===== config.mk =====
export PLATFORM = sky130hd
export DESIGN_NAME = phy_rx_sync_ctrl_flat
export DESIGN_NICKNAME = d
export VERILOG_FILES = /design/src/rtl/phy_rx_sync_ctrl_if.sv /design/src/rtl/phy_rx_sync_ctrl.sv /design/src/flat_wrapper.sv
export SDC_FILE = /design/constraint.sdc
export NUM_CORES = 1
export LEC_CHECK = 0
export BUFFER_PORTS_ARGS = -buffer_cell sky130_fd_sc_hd__buf_4
export CAP_MARGIN = 30
export CORE_MARGIN = 4
export CORE_UTILIZATION = 40
export CTS_CLUSTER_SIZE = 8
export DETAILED_ROUTE_END_ITERATION = 10
export GPL_TIMING_DRIVEN = 0
export SYNTH_ARGS = -nofsm -noshare
export SYNTH_HDL_FRONTEND = slang
export SYNTH_SLANG_ARGS = --single-unit

===== constraint.sdc =====
create_clock -name clk_4f -period 4.4 [get_ports clk_4f]
set_input_delay 0.44 -clock clk_4f [delete_from_list [all_inputs] [get_ports clk_4f]]
set_output_delay 0.44 -clock clk_4f [all_outputs]
set_load 0.01 [all_outputs]

===== src/rtl/phy_rx_sync_ctrl_if.sv =====
// rtl/phy_rx_sync_ctrl_if.sv - byte stream in, four lane outputs and sync status out
interface phy_rx_sync_ctrl_if;
  logic [7:0] byte_in;
  logic       byte_valid;
  logic [8:0] data_0;
  logic [8:0] data_1;
  logic [8:0] data_2;
  logic [8:0] data_3;
  logic [1:0] lane_sel;
  logic       active;
  logic       sync_lost;

  modport master (
    output byte_in, byte_valid,
    input  data_0, data_1, data_2, data_3, lane_sel, active, sync_lost
  );

  modport slave (
    input  byte_in, byte_valid,
    output data_0, data_1, data_2, data_3, lane_sel, active, sync_lost
  );
endinterface


===== src/rtl/phy_rx_sync_ctrl.sv =====
// rtl/phy_rx_sync_ctrl.sv - COM-based sync acquisition and round-robin lane dealing
module phy_rx_sync_ctrl #(
  parameter logic [7:0] COM_CHAR   = 8'hBC,
  parameter int         SYNC_COUNT = 4,
  parameter int         TIMEOUT    = 16
) (
  input  logic               clk_4f,
  input  logic               reset,
  phy_rx_sync_ctrl_if.slave  rx
);

  typedef enum logic [1:0] {LOOKING, SYNCING, ACTIVE} state_t;

  localparam logic [2:0] SYNC_CNT3  = 3'(SYNC_COUNT);
  localparam logic [7:0] GAP_MAX    = 8'(TIMEOUT);
  localparam logic [7:0] GAP_LAST   = 8'(TIMEOUT - 1);

  state_t     state, state_n;
  logic [2:0] com_cnt, com_cnt_n;
  logic [7:0] gap_cnt, gap_cnt_n;
  logic [1:0] lane_sel_q, lane_sel_n;
  logic [8:0] lane_q [4];
  logic [8:0] lane_n [4];
  logic       active_q, active_n;
  logic       lost_q, lost_n;
  logic       is_com, is_data;

  assign is_com  = rx.byte_valid && (rx.byte_in == COM_CHAR);
  assign is_data = rx.byte_valid && (rx.byte_in != COM_CHAR);

  always_ff @(posedge clk_4f) begin
    if (reset) begin
      state      <= LOOKING;
      com_cnt    <= '0;
      gap_cnt    <= '0;
      lane_sel_q <= '0;
      active_q   <= 1'b0;
      lost_q     <= 1'b0;
      for (int i = 0; i < 4; i++) lane_q[i] <= '0;
    end else begin
      state      <= state_n;
      com_cnt    <= com_cnt_n;
      gap_cnt    <= gap_cnt_n;
      lane_sel_q <= lane_sel_n;
      active_q   <= active_n;
      lost_q     <= lost_n;
      for (int i = 0; i < 4; i++) lane_q[i] <= lane_n[i];
    end
  end

  always_comb begin
    state_n    = state;
    com_cnt_n  = com_cnt;
    gap_cnt_n  = gap_cnt;
    lane_sel_n = lane_sel_q;
    lost_n     = 1'b0;
    // Lane valid bits are single-cycle pulses; payload bytes persist.
    for (int i = 0; i < 4; i++) lane_n[i] = {1'b0, lane_q[i][7:0]};

    case (state)
      LOOKING: begin
        if (is_com) begin
          if (SYNC_COUNT == 1) begin
            state_n    = ACTIVE;
            com_cnt_n  = '0;
            gap_cnt_n  = '0;
            lane_sel_n = '0;
          end else begin
            state_n   = SYNCING;
            com_cnt_n = 3'd1;
          end
        end
      end
      SYNCING: begin
        if (is_com) begin
          if (com_cnt + 3'd1 == SYNC_CNT3) begin
            state_n    = ACTIVE;
            com_cnt_n  = '0;
            gap_cnt_n  = '0;
            lane_sel_n = '0;
          end else begin
            com_cnt_n = com_cnt + 3'd1;
          end
        end else if (is_data) begin
          state_n   = LOOKING;
          com_cnt_n = '0;
        end
      end
      ACTIVE: begin
        if (!rx.byte_valid && gap_cnt == GAP_LAST) begin
          state_n    = LOOKING;
          com_cnt_n  = '0;
          gap_cnt_n  = '0;
          lane_sel_n = '0;
          lost_n     = 1'b1;
        end else if (!rx.byte_valid) begin
          if (gap_cnt != GAP_MAX) gap_cnt_n = gap_cnt + 8'd1;
        end else begin
          gap_cnt_n = '0;
          if (is_com) begin
            lane_sel_n = '0;
          end else begin
            lane_n[lane_sel_q] = {1'b1, rx.byte_in};
            lane_sel_n         = lane_sel_q + 2'd1;
          end
        end
      end
      default: begin
        state_n   = LOOKING;
        com_cnt_n = '0;
        gap_cnt_n = '0;
      end
    endcase

    active_n = (state_n == ACTIVE);
  end

  assign rx.data_0    = lane_q[0];
  assign rx.data_1    = lane_q[1];
  assign rx.data_2    = lane_q[2];
  assign rx.data_3    = lane_q[3];
  assign rx.lane_sel  = lane_sel_q;
  assign rx.active    = active_q;
  assign rx.sync_lost = lost_q;

endmodule

===== src/flat_wrapper.sv =====
// flat-port wrapper written by rule: the top's interface ports become plain ports
module phy_rx_sync_ctrl_flat 
#(
  parameter logic [7:0] COM_CHAR   = 8'hBC,
  parameter int         SYNC_COUNT = 4,
  parameter int         TIMEOUT    = 16
)
  (clk_4f, reset, rx_byte_in, rx_byte_valid, rx_data_0, rx_data_1, rx_data_2, rx_data_3, rx_lane_sel, rx_active, rx_sync_lost);
  phy_rx_sync_ctrl_if rx_i ();
  input  logic clk_4f;
  input  logic reset;
  input wire logic [$bits(rx_i.byte_in)-1:0] rx_byte_in;
  input wire logic [$bits(rx_i.byte_valid)-1:0] rx_byte_valid;
  output wire logic [$bits(rx_i.data_0)-1:0] rx_data_0;
  output wire logic [$bits(rx_i.data_1)-1:0] rx_data_1;
  output wire logic [$bits(rx_i.data_2)-1:0] rx_data_2;
  output wire logic [$bits(rx_i.data_3)-1:0] rx_data_3;
  output wire logic [$bits(rx_i.lane_sel)-1:0] rx_lane_sel;
  output wire logic [$bits(rx_i.active)-1:0] rx_active;
  output wire logic [$bits(rx_i.sync_lost)-1:0] rx_sync_lost;
  assign rx_i.byte_in = rx_byte_in;
  assign rx_i.byte_valid = rx_byte_valid;
  assign rx_data_0 = rx_i.data_0;
  assign rx_data_1 = rx_i.data_1;
  assign rx_data_2 = rx_i.data_2;
  assign rx_data_3 = rx_i.data_3;
  assign rx_lane_sel = rx_i.lane_sel;
  assign rx_active = rx_i.active;
  assign rx_sync_lost = rx_i.sync_lost;
  phy_rx_sync_ctrl #(.COM_CHAR(COM_CHAR), .SYNC_COUNT(SYNC_COUNT), .TIMEOUT(TIMEOUT)) u_core (.clk_4f(clk_4f), .reset(reset), .rx(rx_i));
endmodule

==> results.md <==
- Syn. warnings: 0
- Slew HR: between 50% and 60%
- Clock sinks: 53
- Final Instance Area: 2920 um2
- Area growth from synthesis to layout: 23.0%
- Worst EP arrival: ~2.5 ns
- Starting Density: 42.0%
- Count of different cell masters after synthesis: 44
- Largest net degree at the start of global routing: 17
- Ys flop type: dfxtp_1
- Post-Synth Adder-Cell Area: 6.33%
- Die Width: 85.0 um
- NumNets Final: 332
- Pre-CTS setup slack: 2.02 ns
- CP Data Required Time: 4.64 ns
- Final Hold Viols: 0
- RSZ-0062 raised after global routing: false
- Initial antenna violation count: 0
- Clk network pwr share: approximately a third
- Crit end category: register
- Die Height: around 85 um
- Leakage power: 1.45 nW
- Tmin final: 2.27 ns
- DR vias: 1966
- Longest Clk Path Bufs: 2
- Synth top area share: 44.7%
- Int Pwr: 0.601 mW
- Final WS setup: 2.13 ns
- Syn Std Cell Area: 2370 um2
- Area share of and/or/nand/nor cells after synthesis: 21.1%
- Kind of critical path: reg2reg
- # H-tree levels: 2
- Dpl cell area: approximately 2800 um2
- GRT Overall Usage: 15.7%
- Clk_lat worst skew: approximately 0.3 ns
- Actual slew at the worst max-slew pin: 0.675 ns
- Post-synth EDFFs: 0
- Fmax: 440 MHz
- Critical Path Start Type: register
- Syn Inst Count: 253
- Synth Area in Compound Gates: 8.70%
- DR iter-0 viols: 73
- Cells after DPL: 374
- Largest family of logic cells by synthesized area: simple AND/OR/NAND/NOR gates
- Worst VDD drop: 139 uV
- Vias per std cell: 5.15
- TritonRoute pass-1 iters: 4
- Antenna diodes: 0
- Largest area contributor in the netlist: dfxtp_1
- Final-report setup violation count: 0
- Setup TNS: 0 ns
- Synth async-reset ratio: 0%
- Switching share of power: 22.9%
- CTS tree: yes
- Core Rows: 27
- PortBufs: 49
- Number of synthesized register bits: 53
- Final WL: around 5.5 mm
- P_sw: between 0.15 and 0.2 mW
- Sequential share of power: just over 60%
- Global placement routability congestion: between 0.7 and 0.8
- Share of synthesized area spent on multiplexers: 14.4%
- Final worst-path cycle share: a little over 50%
- Hold_ws: about 0.41 ns
- Final Non-Filler Cells: approximately 380
- Global-route wire length before repair: between 9 and 10 mm
- Post CTS Setup Buffer Count: 0
- Residual DRC: 0
- Syn Nets: 276
- Core Box Area: 5640 um2
- Post-CTS Resized: 0
- CP max FO: 9
- Pwr dens: 267 nW/um2
- # IOs: between 50 and 60
- Detailed Place HPWL: 4.09 mm
- Fin util: about half
- Share of layout cells above drive strength 1: 21.0%
- Overflow after GRT: 0
- Reg area: 1060 um2
- Root buffer selected by CTS: clkbuf_8
- Max-cap violations: 0
- Wirelength per Cell: roughly 14 um
- Multi-input gate area: 1210 um2
- Die area: 7230 um2
- Total power: about 0.8 mW
- Ranking of synthesized cells by area: dfxtp_1 45%, mux2i_1 14%, nor2_1 6.6%, ha_1 6.3%, a21oi_1 2.3%
- Logic pwr share: 3.6%
- Post-synthesis sequential area ratio: 44.7%
- Syn avg cell area: 9.38 um2
- Hold WC Path Type: in2reg
- Outcome: finished, final reports clean
- DRT antenna net count: 0
- Hold path cells: 3
- CTS Buf Count: 5
- Clk pin slew, worst setup/hold paths: about 0.090 ns
- Final Max Slew Viols: 0
- Filler Cells Inserted: 545
- Reg2Reg Depth: 8
- Clock Skew: 0.00570 ns
- Hold_buf cts: 0
- Number of global-route vias before repair: 1870
- Post-synthesis xor/xnor area fraction: 0.369%
==> metal layers <==
| metal | vias up | share of wire (%) | routed length, um | track usage, % |
|---|---|---|---|---|
| li1 | 999 | - | - | - |
| met1 | 921 | 46 | 2530 | 20.4 |
| met2 | 41 | 47 | 2600 | 26.0 |
| met3 | 5 | 5.3 | 288 | 4.37 |
| met4 | 0 | 1.0 | 57 | 3.60 |
| met5 | - | 0 | 0 | 0 |
==> layout by cell type, fill, tap and decap left out, drive strengths merged, types with 2 or more instances in the layout <==
cell type  instances
ha                12
nor2              42
and2               3
nor4               4
clkinvlp           2
o41ai              2
or4                2
nand4              5
nor2b              2
nand2b             3
inv               10
nand3b             4
nand3              6
mux2i             33
nand2              7
dfxtp             53
a21oi             11
buf               54
o21ai              8
a31oi              3
nand4b             3
nor3               5
clkbuf            15
and3               3
==> final timing paths <==
path                                               to              start  slack, ns
worst max-delay path            u_core.rx.lane_sel[1]    u_core.state[0]       2.13
worst min-delay path              u_core.lane_q[0][2]      rx_byte_in[2]       0.41
worst max register to register  u_core.rx.lane_sel[1]    u_core.state[0]       2.13
worst min register to register      u_core.gap_cnt[1]  u_core.gap_cnt[1]       0.50
==> worst max-delay path, cell delays in order, from the launching register on <==
cell and delay (ns):
dfxtp_1 0.36, inv_1 0.09, ha_1 0.14, clkbuf_1 0.31
nand2b_1 0.22, a21oi_1 0.44, nand3b_1 0.25, mux2_2 0.35
nor2_1 0.07
==> power by group through the flow <==
stage	Clock (mW)	Sequential, mW	Combinational (mW)
after floorplan	0	0.491	0.0118
after global placement	0	0.491	0.0288
after detailed placement	0	0.491	0.0290
after CTS	0.284	0.479	0.0288
after global routing	0.303	0.480	0.0315
final	0.273	0.479	0.0283
==> Yosys cell counts, drive strengths merged, types with 4 or more instances <==
| library cell | instances |
|---|---|
| buf | 5 |
| nor3 | 5 |
| nand3 | 6 |
| nand3b | 4 |
| nor2 | 42 |
| dfxtp | 53 |
| inv | 10 |
| o21ai | 8 |
| ha | 12 |
| nand2 | 7 |
| nor4 | 4 |
| a21oi | 11 |
| clkbuf | 9 |
| mux2i | 33 |
| nand4 | 5 |
==> cells by family after synthesis <==
kind of cell               after synthesis
xor gates and xnor gates                 1
DFF                                     53
buffers and inverters                   24
AOI/OAI and AO/OA                       33
muxes                                   34
and+or+nand+nor                         96
adders and majority gates               12
==> flip-flops by register name, indices dropped and copies added, names as in the netlist <==
register / cells
u_core.rx.active: 1
u_core.rx.sync_lost: 1
u_core.rx.lane_sel: 2
u_core.lane_q: 36
u_core.state: 2
u_core.com_cnt: 3
u_core.gap_cnt: 8
==> final cells by class <==
| class | count | area share (%) |
|---|---|---|
| Sequential cell | 53 | 36.4 |
| Inverter | 10 | 1.29 |
| Tap cell | 72 | 3.09 |
| Clock inverter | 2 | 0.515 |
| Buffer | 14 | 2.23 |
| Multi-Input combinational cell | 176 | 41.4 |
| Timing Repair Buffer | 49 | 12.6 |
| Clock buffer | 6 | 2.49 |
(Power assumes the default switching activity.)
